===== src/rtl/stepper_move_sequencer.sv =====
`default_nettype none
// +----------------------------------------------------------------------------+
// | Module   : stepper_move_sequencer                                          |
// | Purpose  : Avalon-controlled trapezoidal stepper mover with a target FIFO. |
// | Revision : 1.0                                                             |
// +----------------------------------------------------------------------------+

module stepper_move_sequencer #(
  parameter int CLOCK_FREQ_HZ     = 50_000_000,
  parameter int MIN_FREQ_HZ       = 100,
  parameter int RAMP_TICK_CYCLES  = 50_000,
  parameter int STEP_PULSE_CYCLES = 100,
  parameter int DIR_SETUP_CYCLES  = 250,
  parameter int FIFO_DEPTH        = 4
) (
  input  logic               clk,
  input  logic               reset,
  input  logic               write,
  input  logic               read,
  input  logic [3:0]         address,
  input  logic signed [31:0] writedata,
  output logic signed [31:0] readdata,
  output logic               step,
  output logic               dir,
  output logic               enable,
  output logic               busy
);

  localparam int          c_MAX_CLAMP  = CLOCK_FREQ_HZ / (2 * STEP_PULSE_CYCLES);
  localparam int          c_PTR_W      = (FIFO_DEPTH > 1) ? $clog2(FIFO_DEPTH) : 1;
  localparam int          c_CNT_W      = $clog2(FIFO_DEPTH + 1);
  localparam logic [31:0] c_CLK        = 32'(CLOCK_FREQ_HZ);
  localparam logic [31:0] c_MIN        = 32'(MIN_FREQ_HZ);
  localparam logic [31:0] c_MAXF       = 32'(c_MAX_CLAMP);
  localparam logic [31:0] c_TICK_LAST  = 32'(RAMP_TICK_CYCLES - 1);
  localparam logic [31:0] c_PULSE_LAST = 32'(STEP_PULSE_CYCLES - 1);
  localparam logic [31:0] c_SETUP      = 32'(DIR_SETUP_CYCLES);
  localparam logic [c_PTR_W-1:0] c_PTR_LAST = c_PTR_W'(FIFO_DEPTH - 1);
  localparam logic [c_CNT_W-1:0] c_CNT_FULL = c_CNT_W'(FIFO_DEPTH);

  typedef enum logic [2:0] {
    S_IDLE   = 3'd0,
    S_LOAD   = 3'd1,
    S_ACCEL  = 3'd2,
    S_CRUISE = 3'd3,
    S_DECEL  = 3'd4
  } state_t;

  state_t              r_state;
  logic signed [31:0]  r_fifo [FIFO_DEPTH];
  logic [c_PTR_W-1:0]  r_wr_ptr;
  logic [c_PTR_W-1:0]  r_rd_ptr;
  logic [c_CNT_W-1:0]  r_count;
  logic                r_overflow;
  logic [31:0]         r_max_freq;
  logic [31:0]         r_accel;
  logic signed [31:0]  r_position;
  logic signed [31:0]  r_target;
  logic [31:0]         r_freq;
  logic [32:0]         r_acc;
  logic [31:0]         r_remaining;
  logic [31:0]         r_ramp_steps;
  logic [31:0]         r_tick_cnt;
  logic [31:0]         r_setup_cnt;
  logic [31:0]         r_pulse_cnt;
  logic                r_load_init;

  logic                w_abort;
  logic                w_status_wr;
  logic                w_push_req;
  logic                w_fifo_full;
  logic                w_pop;
  logic                w_push;
  logic                w_overflow_set;
  logic [31:0]         w_max_clamped;
  logic signed [31:0]  w_delta;
  logic [31:0]         w_delta_abs;
  logic [32:0]         w_acc_sum;
  logic                w_running;
  logic                w_step_fire;
  logic                w_tick;
  logic [32:0]         w_freq_up;
  logic [31:0]         w_freq_up_sat;
  logic [32:0]         w_freq_floor;
  logic [31:0]         w_freq_dn;
  logic [31:0]         w_freq_cap;
  logic [2:0]          w_cnt3;
  logic [2:0]          w_state_bits;

  function automatic logic [c_PTR_W-1:0] ptr_next(input logic [c_PTR_W-1:0] p);
    if (p == c_PTR_LAST) return '0;
    return p + c_PTR_W'(1);
  endfunction

  // Abort wins over everything in the same cycle, including a push.
  assign w_status_wr    = write && (address == 4'h3);
  assign w_abort        = w_status_wr && writedata[0];
  assign w_push_req     = write && (address == 4'h0);
  assign w_fifo_full    = (r_count == c_CNT_FULL);
  assign w_pop          = (r_state == S_IDLE) && (r_count != '0) && !w_abort;
  assign w_push         = w_push_req && !w_abort && (!w_fifo_full || w_pop);
  assign w_overflow_set = w_push_req && !w_abort && w_fifo_full && !w_pop;

  always_comb begin
    w_max_clamped = 32'(writedata);
    if (writedata < MIN_FREQ_HZ)
      w_max_clamped = c_MIN;
    else if (writedata > c_MAX_CLAMP)
      w_max_clamped = c_MAXF;
  end

  assign w_delta     = r_target - r_position;
  assign w_delta_abs = w_delta[31] ? 32'(-w_delta) : 32'(w_delta);

  assign w_running   = (r_state == S_ACCEL) || (r_state == S_CRUISE) || (r_state == S_DECEL);
  assign w_acc_sum   = r_acc + {1'b0, r_freq};
  assign w_step_fire = w_running && (r_remaining != '0) && (w_acc_sum >= {1'b0, c_CLK});
  assign w_tick      = (r_tick_cnt == c_TICK_LAST);

  assign w_freq_up     = {1'b0, r_freq} + {1'b0, r_accel};
  assign w_freq_up_sat = (w_freq_up >= {1'b0, r_max_freq}) ? r_max_freq : w_freq_up[31:0];
  assign w_freq_floor  = {1'b0, c_MIN} + {1'b0, r_accel};
  assign w_freq_dn     = ({1'b0, r_freq} >= w_freq_floor) ? (r_freq - r_accel) : c_MIN;
  assign w_freq_cap    = (r_freq > r_max_freq) ? r_max_freq : r_freq;

  assign w_cnt3       = (r_count > c_CNT_W'(7)) ? 3'd7 : 3'(r_count);
  assign w_state_bits = r_state;

  always_comb begin
    readdata = '0;
    case (address)
      4'h0:    readdata = r_target;
      4'h1:    readdata = $signed(r_max_freq);
      4'h2:    readdata = $signed(r_accel);
      4'h3:    readdata = $signed({24'd0, w_state_bits, r_overflow, busy, w_cnt3});
      4'h4:    readdata = r_position;
      default: readdata = '0;
    endcase
  end

  always_ff @(posedge clk) begin
    if (w_push) r_fifo[r_wr_ptr] <= writedata;
  end

  always_ff @(posedge clk) begin
    if (!reset) begin
      r_state      <= S_IDLE;
      r_wr_ptr     <= '0;
      r_rd_ptr     <= '0;
      r_count      <= '0;
      r_overflow   <= 1'b0;
      r_max_freq   <= 32'd10_000;
      r_accel      <= 32'd100;
      r_position   <= '0;
      r_target     <= '0;
      r_freq       <= '0;
      r_acc        <= '0;
      r_remaining  <= '0;
      r_ramp_steps <= '0;
      r_tick_cnt   <= '0;
      r_setup_cnt  <= '0;
      r_pulse_cnt  <= '0;
      r_load_init  <= 1'b0;
      step         <= 1'b0;
      dir          <= 1'b0;
      enable       <= 1'b0;
      busy         <= 1'b0;
    end else begin
      r_tick_cnt <= w_tick ? '0 : r_tick_cnt + 32'd1;

      if (w_push) r_wr_ptr <= ptr_next(r_wr_ptr);
      if (w_pop)  r_rd_ptr <= ptr_next(r_rd_ptr);
      case ({w_push, w_pop})
        2'b10:   r_count <= r_count + c_CNT_W'(1);
        2'b01:   r_count <= r_count - c_CNT_W'(1);
        default: ;
      endcase

      if (w_overflow_set)
        r_overflow <= 1'b1;
      else if (w_status_wr && writedata[1])
        r_overflow <= 1'b0;

      if (write && (address == 4'h1)) r_max_freq <= w_max_clamped;
      if (write && (address == 4'h2)) r_accel    <= writedata;
      if (write && (address == 4'h4) && (r_state == S_IDLE)) r_position <= writedata;

      if (r_pulse_cnt != '0)
        r_pulse_cnt <= r_pulse_cnt - 32'd1;
      else
        step <= 1'b0;

      case (r_state)
        S_IDLE: begin
          if (w_pop) begin
            r_target    <= r_fifo[r_rd_ptr];
            r_load_init <= 1'b1;
            r_state     <= S_LOAD;
            busy        <= 1'b1;
            enable      <= 1'b1;
          end
        end

        S_LOAD: begin
          if (r_load_init) begin
            r_load_init <= 1'b0;
            if (w_delta == '0) begin
              r_state <= S_IDLE;
              busy    <= 1'b0;
              enable  <= 1'b0;
            end else begin
              dir          <= !w_delta[31];
              r_remaining  <= w_delta_abs;
              r_freq       <= c_MIN;
              r_ramp_steps <= '0;
              r_acc        <= '0;
              r_setup_cnt  <= c_SETUP;
            end
          end else if (r_setup_cnt == '0) begin
            r_state    <= S_ACCEL;
            r_tick_cnt <= '0;
          end else begin
            r_setup_cnt <= r_setup_cnt - 32'd1;
          end
        end

        S_ACCEL, S_CRUISE, S_DECEL: begin
          // Phase accumulator: one step each time the running sum crosses the clock rate.
          if (w_step_fire) begin
            r_acc       <= w_acc_sum - {1'b0, c_CLK};
            r_remaining <= r_remaining - 32'd1;
            r_position  <= dir ? r_position + 32'sd1 : r_position - 32'sd1;
            step        <= 1'b1;
            r_pulse_cnt <= c_PULSE_LAST;
            if (r_state == S_ACCEL) r_ramp_steps <= r_ramp_steps + 32'd1;
          end else if (r_remaining != '0) begin
            r_acc <= w_acc_sum;
          end

          if (r_state == S_DECEL) begin
            if (w_tick) r_freq <= w_freq_dn;
            if (r_remaining == '0) begin
              r_state <= S_IDLE;
              busy    <= 1'b0;
              enable  <= 1'b0;
            end
          end else begin
            if (w_tick) r_freq <= (r_state == S_ACCEL) ? w_freq_up_sat : w_freq_cap;
            if (r_remaining <= r_ramp_steps)
              r_state <= S_DECEL;
            else if ((r_state == S_ACCEL) && (r_freq == r_max_freq))
              r_state <= S_CRUISE;
          end
        end

        default: r_state <= S_IDLE;
      endcase

      if (w_abort) begin
        r_state     <= S_IDLE;
        r_wr_ptr    <= '0;
        r_rd_ptr    <= '0;
        r_count     <= '0;
        r_freq      <= '0;
        r_acc       <= '0;
        r_remaining <= '0;
        r_pulse_cnt <= '0;
        r_load_init <= 1'b0;
        step        <= 1'b0;
        busy        <= 1'b0;
        enable      <= 1'b0;
      end
    end
  end

endmodule

`default_nettype wire


===== config.mk =====
export PLATFORM = sky130hd
export DESIGN_NAME = stepper_move_sequencer
export DESIGN_NICKNAME = d
export VERILOG_FILES = /design/src/rtl/stepper_move_sequencer.sv
export SDC_FILE = /design/constraint.sdc
export NUM_CORES = 2
export LEC_CHECK = 0
export BUFFER_PORTS_ARGS = -buffer_cell sky130_fd_sc_hd__buf_2
export CORE_ASPECT_RATIO = 0.5
export CORE_MARGIN = 1
export CORE_UTILIZATION = 25
export DETAILED_ROUTE_END_ITERATION = 12
export PLACE_DENSITY = 0.39
export SKIP_CTS_REPAIR_TIMING = 1
export SYNTH_ARGS = -nofsm -noshare
export SYNTH_HDL_FRONTEND = slang
export SYNTH_SLANG_ARGS = --single-unit

===== constraint.sdc =====
create_clock -name clk -period 7 [get_ports clk]
set_clock_uncertainty 0.15 [all_clocks]
set_input_delay 0.7 -clock clk [delete_from_list [all_inputs] [get_ports clk]]
set_output_delay 0.7 -clock clk [all_outputs]
set_load 0.05 [all_outputs]

* Word level (Yosys, flattened, before mapping)
Memory sizes are Yosys's and may differ from the RTL's. A register that Yosys moved wholly into a read port is not among the register bits.
Index checks and enable logic that the tools add are counted.
** Word-level totals
- Flip-flop bits (word level) :: 336
- Memories :: 1
- Memory bits (writable) :: 128
- Bits in read-only memories :: 0
- Bits in latches :: 0
** Operators by class
- $lt $le $gt $ge :: 8
- Multiplexer cells :: 77
- Add/subtract/negate cells :: 18
- Div/mod/pow operators :: 0
- Bitwise gates (word level) :: 2
- Eq/ne operators :: 32
- Reductions and logical operators :: 50
- $mul :: 0
- Shift-type cells :: 0
** Memories
- r_fifo :: words 4, bits a word 32, rd ports 1, clocked after memory_dff 1, write ports 1, line 50 : logic signed [31:0] r_fifo [FIFO_DEPTH];
** Operators by type and width (count)
- $mux 32 :: 33
- $pmux 32 s2 :: 3
- $pmux 32 s5 :: 1
- $mux 33 :: 4
- $logic_not 32->1 :: 3
- $sub 32x1->32 const B :: 3
- $pmux 33 s2 :: 1
- $add 32x1->32 const B :: 2
- $reduce_bool 32->1 :: 2
- $sub 32x32->32 :: 2
- $add 32x32->33 :: 1
- $add 33x32->33 :: 1
- $add 7x32->33 const A :: 1
- $ge 32x33->1 :: 1
- $ge 33x26->1 const B :: 1
- $ge 33x32->1 :: 1
- $sub 33x26->33 const B :: 1
- $add 32x2->32 const B :: 1
- $eq 32x16->1 const B :: 1
- $eq 32x32->1 :: 1
- $gt 32x19->1 const B :: 1
- $gt 32x32->1 :: 1
- $le 32x32->1 :: 1
- $lt 32x8->1 const B :: 1
- other kinds (39) :: 119

* Longest topological paths before layout
- Word-level depth :: 10
- Depth in mapped cells :: 27
- Gate-level depth less buffers :: 25

* Least setup slack after synthesis
No wires, ideal clock.
- Path kind :: reg2reg
- Start point :: register r_accel[9]
- End point :: register r_freq[13]
- Arrival time :: 5.471 ns
- Cell stages (with the launch flop) :: 26
- Period minus slack after synthesis :: 5.686 ns
- Buffers on the path :: 3
- Required time :: 6.785 ns
- Path slack :: 1.314 ns
- Cells stage by stage :: dfxtp_1 > inv_1 > ha_1 > clkbuf_1 > nor3_1 > nand2_1 > a2111oi_0 > nor3_1 > o41ai_1 > a31o_2 > o22a_1 > a21boi_0 > xor2_1 > ha_1 > a21o_1 > a21o_1 > a21oi_1 > o221ai_1 > a31o_2 > a221oi_1 > clkbuf_1 > clkbuf_1 > a21oi_1 > o22ai_1 > mux2i_1 > nor2_1
** Between the ends
- Longest elaborated chain between the ends :: 7
- Elaborated cells on any way between the ends :: 12
- Those cells by class :: add/sub: 3; order compare: 2; mux: 7
** RTL lines
- from (decl) :: line 56 : logic [31:0] r_accel;
- from (signal assigned) :: line 185 : if (write && (address == 4'h2)) r_accel <= writedata;
- $add 32x32->33 :: line 120 : assign w_freq_up = {1'b0, r_freq} + {1'b0, r_accel};
- $ge 33x32->1 :: line 121 : assign w_freq_up_sat = (w_freq_up >= {1'b0, r_max_freq}) ? r_max_freq : w_freq_up[31:0];
- $mux 32 :: line 121
- $mux 32 (2 in a row) :: line 248 : if (w_tick) r_freq <= (r_state == S_ACCEL) ? w_freq_up_sat : w_freq_cap;
- $mux 32 * :: line 240 : if (r_state == S_DECEL) begin
- $pmux 32 s2 * :: line 193 : case (r_state)
- to (signal assigned) :: line 214 : r_freq <= c_MIN;
- to (signal assigned) :: line 241 : if (w_tick) r_freq <= w_freq_dn;
- to (signal assigned) :: line 248
- to (decl) :: line 59 : logic [31:0] r_freq;
Mark *: on every way between the ends. The rest lies on a longest branch, timed or not. The select of a mux whose other input is x is not followed.
A chain may end at the register's enable or synchronous reset.

* Worst setup path after layout
- Start point :: register r_accel[2]
- End point :: register r_freq[5]
The elaborated chain is that of the path after synthesis.

==> out/qor.yml <==
global_routing:
  use_met2: 0.271
  grt_busiest_layer: "met1"
  grt_pass1_vias: 29800
  use_met1: 0.283
  grtUsageMet3: 0.0344
  overflow: 0
  grt_pass1_wl_um: 198000
  antenna_found_initial: 3
  grt_use_total: 0.187
  grt_max_degree: 75
power:
  powerDensity_nw_per_um2: 400
  p_int_uw: 8130
  irDropWorstVdd_uv: 282
  pwr-share-seq: 0.244
  share_comb_of_total_power: 0.560
  switchingPower_uw: 7420
  power_frac_clock: 0.196
  p_leak_uw: 0.0154
  swShare: 0.477
layout:
  syn_to_final_growth_pct: 12.9
  design_area_um2: 38900
  final_common_cell: "nand2_1"
  final_cell_mix: "nand2_1, nor2_1, dfxtp_1"
  fin_util: 0.287
  stdcell_count: 6002
  nets: 4507
  drive_gt1_frac: 0.0811
detailed_routing:
  vias_per_cell: 5.21
  vias: 31300
  drt_pass1_iterations: 7
  drtIter0Drc: 2734
  post-route-drc-count: 0
  ant_nets: 0
  totalWireLength_um: 134000
  avgRoutedWirePerCell_um: 22.3
synth:
  syn_nets: 4485
  synth.top_cell.area_share: 0.214
  synth_edf_count: 128
  synthArstFlopShare: 0
  syn_avg_cell_area_um2: 8.32
  yosys_register_bits: 496
  synth_ff_type: "dfxtp_1"
  synth-seq-area-share: 0.325
  synth_area_um2: 34500
  synth_top_cell_by_area: "dfxtp_1"
  postSynthCellCount: 4143
  ys_warn_count: 0
  synth_cell_types: 95
  yosys-top-cells-area: "dfxtp_1, edfxtp_1, ha_1, a21oi_1, nand2_1"
timing:
  max_freq_mhz: 155
  maxSlewViolCount: 0
  tightest_slew_ns: 1.22
  tns_ns: 0
  slew_headroom: 0.184
  rsz0062_at_grt: "no"
  finalHoldViolations: 0
  period_share: 0.924
  period_needed_ns: 6.47
  setup_viol: 0
  fin_hold_ws_ns: 0.190
die:
  coreArea_um2: 136000
  fp.dieH_um: 265
  die_w_um: 527
  start_util: 0.254
  die-area_um2: 139000
  rows: 95
  io_pins: 76
placement:
  dpl_cell_area_um2: 37100
  numPlacedInstances: 5902
  io_buffer_count: 74
  post-dp-hpwl_um: 101000
  globalplace.congestion: 0.898
run_status:
  status: "complete, no violations"
setup_path:
  critPathMaxFanout: 25
  worstSetupEndpointType: "flop"
  crit_type: "flop to flop"
  required_ns: 7.40
  setup.worst_path.start_class: "flop"
  cp_data_arrival_time_ns: 6.87
clock_tree:
  cts_root_buffer: "clkbuf_16"
  cts_buffers: 55
  numClockSinks: 496
  clock_path_buffers: 3
  cts_tree: "yes"
  clock_latency_ns: 0.70
  htree_levels: 2
  clk_pin_slew_ns: 0.08
hold_path:
  hold_path_class: "primary input to flop"
run:
  drv_cap: 0
==> cell families (layout without fill, tap and decap cells) <==
kind of cell / count (synthesis) / after routing / share of synthesized area
AO/OA/AOI/OAI: 1111 / 1111 / 0.210
XOR/XNOR: 302 / 302 / 0.0770
adder cells (fa/ha/maj): 302 / 302 / 0.111
buffers and inverters: 409 / 472 / 0.0467
flip-flops: 496 / 496 / 0.325
multiplexers: 68 / 68 / 0.0314
other: 0 / 2 / 0
AND/OR/NAND/NOR: 1455 / 1455 / 0.198
==> worst max-delay path, cell delays in order, from the launching register on <==
cell and delay, ns:
dfxtp_1 0.41, inv_1 0.10, ha_1 0.32, buf_4 0.18
or3_1 0.37, o22ai_1 0.31, o2111ai_1 0.28, a211oi_1 0.57
nor4_1 0.15, o31ai_1 0.57, a21o_1 0.24, a21oi_1 0.08
xnor2_1 0.17, ha_1 0.19, a2111oi_0 0.51, o221ai_1 0.22
a31o_2 0.29, a221oi_4 0.28, buf_12 0.22, buf_12 0.18
nor2_1 0.05, a21oi_1 0.12, a221oi_1 0.09, a21oi_1 0.18
nor2_1 0.05
==> layer usage <==
| layer | vias up | wire length (µm) |
|---|---|---|
| li1 | 15100 | - |
| met1 | 15200 | 68700 |
| met2 | 784 | 54600 |
| met3 | 136 | 7880 |
| met4 | 0 | 2490 |
| met5 | - | 0 |
==> path summary, 6_finish.rpt <==
path                  from            end  slack [ns]  depth (start not counted)
max             r_accel[2]      r_freq[5]        0.53                         24
min          writedata[20]  r_fifo[3][20]        0.19                          1
max reg2reg     r_accel[2]      r_freq[5]        0.53                         24
min reg2reg  r_tick_cnt[0]  r_tick_cnt[0]        0.29                          1
==> synthesized netlist by cell type (all sizes together) (37+ instances only) <==
library cell and n:
o21ai 211, ha 296, edfxtp 128, xor2 97
inv 214, xnor2 205, a21oi 361, nand4 66
dfxtp 368, nand2 481, nor3 119, a21o 101
nor2b 41, buf 37, nor2 390, nand3 90
nor4 59, and3 37, clkbuf 157, nand2b 37
==> metrics by stage <==
step                power (µW)  setup slack [ns]
global placement         12400             0.409
finish                   15600             0.532
detailed placement       12500             0.361
floorplan                 9800              1.31
CTS                      15600             0.298
global route             16700            0.0370
==> registers in the layout (all words and copies together) (netlist names), 32 cells and up <==
signal / flops
r_target: 32
r_acc: 33
r_tick_cnt: 32
r_remaining: 32
r_max_freq: 32
r_ramp_steps: 32
r_pulse_cnt: 32
r_setup_cnt: 32
r_fifo: 128
r_freq: 32
r_accel: 32
r_position: 32
==> power by group through the flow <==
stage	Sequential, µW	Combinational [µW]	Clock (µW)
2_1_floorplan	3580	6220	0
3_3_place_gp	3830	8580	0
3_5_place_dp	3840	8630	0
4_1_cts	3780	8670	3160
5_1_grt	3840	9620	3260
6_report	3790	8710	3050
==> area by class of cell <==
| cell class | count | area, µm² |
|---|---|---|
| antenna | 2 | 5.00 |
| clock buffer | 79 | 1530 |
| clock inverter | 19 | 274 |
| fill | 14500 | 96600 |
| inverter | 215 | 810 |
| multi-input combinational | 3238 | 21800 |
| sequential | 496 | 11200 |
| tap | 1794 | 2240 |
| timing repair buffer | 159 | 1070 |
(Power assumes the default switching activity.)
